==> src/rtl/muldiv_sequencer.sv <==
// HI/LO multiply/divide sequencer: shift-add MULT/MULTU, restoring DIV/DIVU; result and done land WIDTH+1 edges after the accepting edge.
// No start is accepted while busy; stall holds upstream while a start or HI/LO access meets a running op.
module muldiv_sequencer #(
    parameter int WIDTH = 32
) (
    input  logic             CLK,
    input  logic             RESET,
    input  logic             start,
    input  logic [1:0]       op,
    input  logic [WIDTH-1:0] Operand_A,
    input  logic [WIDTH-1:0] Operand_B,
    input  logic             hilo_rd,
    input  logic             mthi,
    input  logic             mtlo,
    input  logic             flush,
    output logic [WIDTH-1:0] HI,
    output logic [WIDTH-1:0] LO,
    output logic             busy,
    output logic             done,
    output logic             stall
);
    localparam int CW = $clog2(WIDTH);

    typedef enum logic [1:0] {S_IDLE, S_MUL, S_DIV, S_FIX} state_t;

    state_t               r_state;
    state_t               w_next;
    logic [CW-1:0]        r_cnt;
    logic [WIDTH-1:0]     r_b;
    logic [2*WIDTH-1:0]   r_acc;
    logic                 r_is_div;
    logic                 r_sa;
    logic                 r_neg;
    logic [WIDTH-1:0]     r_hi;
    logic [WIDTH-1:0]     r_lo;
    logic                 r_done;

    logic                 w_accept;
    logic                 w_signed;
    logic                 w_sa;
    logic                 w_sb;
    logic [WIDTH-1:0]     w_mag_a;
    logic [WIDTH-1:0]     w_mag_b;
    logic                 w_cnt_last;
    logic [WIDTH-1:0]     w_addend;
    logic [WIDTH:0]       w_mul_sum;
    logic [2*WIDTH-1:0]   w_mul_acc;
    logic [WIDTH:0]       w_rem_sh;
    logic                 w_ge;
    logic [WIDTH-1:0]     w_rem_sub;
    logic [2*WIDTH-1:0]   w_div_acc;
    logic [2*WIDTH-1:0]   w_prod;
    logic [WIDTH-1:0]     w_quo;
    logic [WIDTH-1:0]     w_rem;

    assign w_accept   = (r_state == S_IDLE) & start & ~flush;
    assign w_signed   = ~op[0];
    assign w_sa       = w_signed & Operand_A[WIDTH-1];
    assign w_sb       = w_signed & Operand_B[WIDTH-1];
    assign w_mag_a    = w_sa ? -Operand_A : Operand_A;
    assign w_mag_b    = w_sb ? -Operand_B : Operand_B;
    assign w_cnt_last = (r_cnt == CW'(WIDTH - 1));

    // Multiply: {HI-half, LO-half} holds {partial sum, unconsumed multiplier bits}.
    assign w_addend  = r_acc[0] ? r_b : {WIDTH{1'b0}};
    assign w_mul_sum = {1'b0, r_acc[2*WIDTH-1:WIDTH]} + {1'b0, w_addend};
    assign w_mul_acc = {w_mul_sum, r_acc[WIDTH-1:1]};

    // Divide: {remainder, dividend/quotient} shifts left; quotient bits enter at bit 0.
    assign w_rem_sh  = r_acc[2*WIDTH-1:WIDTH-1];
    assign w_ge      = (w_rem_sh >= {1'b0, r_b});
    assign w_rem_sub = w_rem_sh[WIDTH-1:0] - r_b;
    assign w_div_acc = {(w_ge ? w_rem_sub : w_rem_sh[WIDTH-1:0]), r_acc[WIDTH-2:0], w_ge};

    assign w_prod = r_neg ? -r_acc : r_acc;
    assign w_quo  = r_neg ? -r_acc[WIDTH-1:0] : r_acc[WIDTH-1:0];
    assign w_rem  = r_sa  ? -r_acc[2*WIDTH-1:WIDTH] : r_acc[2*WIDTH-1:WIDTH];

    always_ff @(posedge CLK or posedge RESET) begin
        if (RESET) r_state <= S_IDLE;
        else       r_state <= w_next;
    end

    always_comb begin
        w_next = r_state;
        case (r_state)
            S_IDLE:       if (w_accept) w_next = op[1] ? S_DIV : S_MUL;
            S_MUL, S_DIV: if (flush) w_next = S_IDLE;
                          else if (w_cnt_last) w_next = S_FIX;
            S_FIX:        w_next = S_IDLE;
            default:      w_next = S_IDLE;
        endcase
    end

    always_comb begin
        busy  = (r_state != S_IDLE);
        stall = busy & (start | hilo_rd | mthi | mtlo);
    end

    always_ff @(posedge CLK or posedge RESET) begin
        if (RESET) begin
            r_cnt    <= '0;
            r_b      <= '0;
            r_acc    <= '0;
            r_is_div <= 1'b0;
            r_sa     <= 1'b0;
            r_neg    <= 1'b0;
            r_hi     <= '0;
            r_lo     <= '0;
            r_done   <= 1'b0;
        end else begin
            r_done <= 1'b0;
            case (r_state)
                S_IDLE: begin
                    if (w_accept) begin
                        r_cnt    <= '0;
                        r_b      <= w_mag_b;
                        r_acc    <= {{WIDTH{1'b0}}, w_mag_a};
                        r_is_div <= op[1];
                        r_sa     <= w_sa;
                        r_neg    <= w_sa ^ w_sb;
                    end
                    if (mthi) r_hi <= Operand_A;
                    if (mtlo) r_lo <= Operand_A;
                end
                S_MUL: if (!flush) begin
                    r_acc <= w_mul_acc;
                    r_cnt <= r_cnt + 1'b1;
                end
                S_DIV: if (!flush) begin
                    r_acc <= w_div_acc;
                    r_cnt <= r_cnt + 1'b1;
                end
                S_FIX: if (!flush) begin
                    r_hi   <= r_is_div ? w_rem : w_prod[2*WIDTH-1:WIDTH];
                    r_lo   <= r_is_div ? w_quo : w_prod[WIDTH-1:0];
                    r_done <= 1'b1;
                end
                default: ;
            endcase
        end
    end

    assign HI   = r_hi;
    assign LO   = r_lo;
    assign done = r_done;
endmodule

==> config.mk <==
export PLATFORM = sky130hd
export DESIGN_NAME = muldiv_sequencer
export DESIGN_NICKNAME = d
export VERILOG_FILES = /design/src/rtl/muldiv_sequencer.sv
export SDC_FILE = /design/constraint.sdc
export NUM_CORES = 1
export LEC_CHECK = 0
export CORE_AREA = 2 2 172 174
export DETAILED_ROUTE_END_ITERATION = 10
export DIE_AREA = 0 0 174 176
export PLACE_DENSITY_LB_ADDON = 0.12
export SLEW_MARGIN = 5
export SYNTH_ARGS = -nofsm -noshare
export SYNTH_HDL_FRONTEND = slang
export SYNTH_SLANG_ARGS = --single-unit
==> constraint.sdc <==
create_clock -name CLK -period 7.4 [get_ports CLK]
set_input_delay 1.11 -clock CLK [delete_from_list [all_inputs] [get_ports CLK]]
set_output_delay 1.11 -clock CLK [all_outputs]
set_load 0.01 [all_outputs]
==> flow_summary.toml <==
[run_status]
status = "completed"

[routing]
first_pass_iters = 7
viasPerCell = 6.13
routed_wl_um = 44900
vias = 13700
remaining_drc_errors = 0
drt_iter0_drc = 1089
drt.antenna.violating_nets = 0
post_drt_wl_per_cell_um = 20.2

[synthesis]
synth-edff-count = 0
seq_area_frac_synth_pct = 30.3
yosys.cell_types.count = 70
synth_mux_area_share_pct = 2.51
synth_compound_area_share_pct = 27.3
synthAdderAreaFrac_pct = 6.83
synth_xor_area_share_pct = 10.5
ys_ff_latch = 171
synth_area_um2 = 14100
syn_inst = 1769
synth-simple-area-share_pct = 17.8
ys.flop_type = "dfrtp_1"
ys_warn_count = 0
synth_nets = 1918
avgSynthCellArea_um2 = 7.99
synth_top_family_by_area = "compound AO/OA/AOI/OAI gates"
synth-async-reset-ratio_pct = 100

[power_and_ir_drop]
p_leak_nw = 7.13
powerDensity_nw_per_um2 = 511
seqPwrFrac_pct = 23.0
p_comb_share_pct = 66.0
p_int_w = 0.00403
ir_worst_vdd_mv = 0.244
pwr-share-clk_pct = 11.0
switching_share_pct = 51.7
p_switching_w = 0.00431

[clock_tree]
numClockSinks = 171
cts_resized = 0
cts_made_buffers = 17
ctsHoldBuffers = 0
root_buffer = "clkbuf_16"
cts.reportedPaths.clkPinSlew_ps = 80
worstSkewPairLatency_ps = 450
postCtsSetupRepairBufs = 0
cts_tree = "yes"
htree_levels = 4
clock_path_buffers = 2

[die]
fp.dieArea_um2 = 30600
io-pin-count = 140
die_y_um = 176
die_w_um = 174
start_util_pct = 49.5
row_count = 62
core_um2 = 28500

[hold_path]
hold_class = "register to register"

[final_layout]
area_delta_synth_final_pct = 15.5
final_area_um2 = 16300
layout-drive-gt1-share_pct = 4.56
layout_common_cells = "nand2_1 (210), o21ai_0 (190), dfrtp_1 (171)"
final_common_cell = "nand2_1"
n_antenna_cell = 0
nets = 1979

[place]
io_buffers = 139
place_congestion = 0.980
dpl-instance-area_um2 = 15700
dpl.hpwl_um = 33600

[critical_path]
worstSetupEndpointType = "register"
critPathMaxFanout = 33
start_kind = "register"
worstPathArrival_ps = 4760
path_class = "register to register"
cp.required_ps = 7750

[timing]
worst_slew_pin_slew_ps = 1240
finalCritPeriodShare_pct = 59.6
fin_tns_setup_ps = 0
timing.final.crit_period_ps = 4410
fin_skew_ps = 13.3
maxSlewViolCount = 0
rsz0062_at_grt = "false"
fmax_mhz = 227
hold_viol = 0
setup_viol = 0
slew_headroom_pct = 17.2

[grt]
grt.overflow.total = 0
grt_max_degree = 103
grt_usage_pct = 29.4
grt_first_pass_wirelength_um = 71300
grt_pass1_vias = 12800
antenna_found_initial = 0

[run]
drv_cap = 0
==> cell usage after synthesis (5+ instances only) <==
cell type / n / area share [%]
a211oi_1: 26 / 1.4
a21o_1: 49 / 2.6
a21oi_1: 107 / 3.8
a221o_1: 6 / 0.42
a221oi_1: 29 / 1.8
a22oi_1: 25 / 1.3
a31oi_1: 13 / 0.58
a41oi_1: 7 / 0.43
and2_1: 6 / 0.27
and3_1: 11 / 0.49
and4_1: 5 / 0.31
buf_1: 12 / 0.32
clkbuf_1: 93 / 2.5
dfrtp_1: 171 / 30
ha_1: 74 / 6.5
inv_1: 66 / 1.8
mux2_2: 12 / 0.96
mux2i_1: 22 / 1.6
nand2_1: 210 / 5.6
nand2b_1: 8 / 0.35
nand3_1: 27 / 0.96
nand4_1: 7 / 0.31
nor2_1: 148 / 3.9
nor2b_1: 15 / 0.66
nor3_1: 28 / 0.99
nor3b_1: 14 / 0.74
nor4_1: 16 / 0.71
o211ai_1: 12 / 0.64
o21a_1: 8 / 0.42
o21ai_0: 191 / 6.8
o21ai_1: 11 / 0.39
o21bai_1: 7 / 0.37
o22ai_1: 7 / 0.31
o31a_1: 5 / 0.31
o31ai_1: 53 / 2.8
o41ai_1: 13 / 0.81
or2_2: 6 / 0.27
or3_1: 13 / 0.58
or4_1: 13 / 0.69
xnor2_1: 78 / 4.8
xor2_1: 91 / 5.6
==> path summary, 6_finish.rpt <==
path	endpoint	slack, ps	from	cells after the start
max in group asynchronous	HI[28]$_DFFE_PP0P_	4690	RESET	3
worst min-delay path	LO[22]$_DFFE_PP0P_	480	LO[22]$_DFFE_PP0P_	2
worst max-delay path	r_acc[58]$_DFFE_PP0P_	2990	r_acc[0]$_DFFE_PP0P_	12
worst min register to register	LO[22]$_DFFE_PP0P_	480	LO[22]$_DFFE_PP0P_	2
min in group asynchronous	LO[7]$_DFFE_PP0P_	1230	RESET	2
worst max register to register	r_acc[58]$_DFFE_PP0P_	2990	r_acc[0]$_DFFE_PP0P_	12
==> power groups by stage <==
stage / combinational [W] / sequential (W) / clock (W)
6_report: 0.00551 / 0.00192 / 0.000917
5_1_grt: 0.00606 / 0.00198 / 0.000965
4_1_cts: 0.00543 / 0.00190 / 0.000932
3_5_place_dp: 0.00541 / 0.00192 / 0
3_3_place_gp: 0.00534 / 0.00191 / 0
2_1_floorplan: 0.00386 / 0.00177 / 0
==> through the flow <==
| stage | util [%] | hold slack, ps | total power, W | setup slack [ps] | std cells |
|---|---|---|---|---|---|
| floorplan | - | 450 | 0.00563 | 1660 | 1769 |
| global placement | 55.2 | 459 | 0.00724 | 2860 | 2195 |
| detailed placement | 55.2 | 467 | 0.00733 | 2760 | 2195 |
| CTS | 57.2 | 484 | 0.00826 | 2920 | 2227 |
| global route | 57.2 | 505 | 0.00900 | 2500 | 2227 |
| finish | 57.2 | 480 | 0.00834 | 2990 | 2227 |
==> metal layers <==
layer | wire (µm) | track usage [%] | vias up | share of wire [%]
li1 | - | - | 6551 | -
met1 | 19000 | 37.9 | 6472 | 42
met2 | 21400 | 49.8 | 556 | 48
met3 | 2860 | 4.44 | 76 | 6.4
met4 | 1600 | 11.6 | 0 | 3.6
met5 | 0 | 0 | - | 0
==> area by class of cell <==
cell class | count | area, µm²
Sequential cell | 171 | 4280
Multi-Input combinational cell | 1421 | 9240
Clock buffer | 17 | 425
Clock inverter | 15 | 168
Timing Repair Buffer | 152 | 1490
Fill cell | 2755 | 12200
Tap cell | 384 | 480
Inverter | 67 | 256
==> state kept, by name (all words and copies together), names as in the netlist <==
signal,flops
r_acc,64
HI,32
LO,32
r_b,32
r_cnt,5
r_state,2
done,1
r_is_div,1
r_neg,1
r_sa,1
==> cell families after synthesis <==
group,count (synthesis)
XOR/XNOR,169
AO/OA/AOI/OAI,601
flip-flops,171
buffers and inverters,177
adder cells (fa/ha/maj),76
AND/OR/NAND/NOR,541
multiplexers,34
==> worst max-delay path, stage by stage (launching register included) <==
cell and delay [ps]:
dfrtp_1 410, inv_1 780, nor2_1 90, ha_1 390
a2111oi_0 560, o21ai_0 390, a31oi_1 350, a211oi_1 180
o211ai_1 360, nand3_1 210, a31oi_1 220, o211ai_1 120
a211o_1 230
Note: power is estimated with default switching activity, not from simulation.
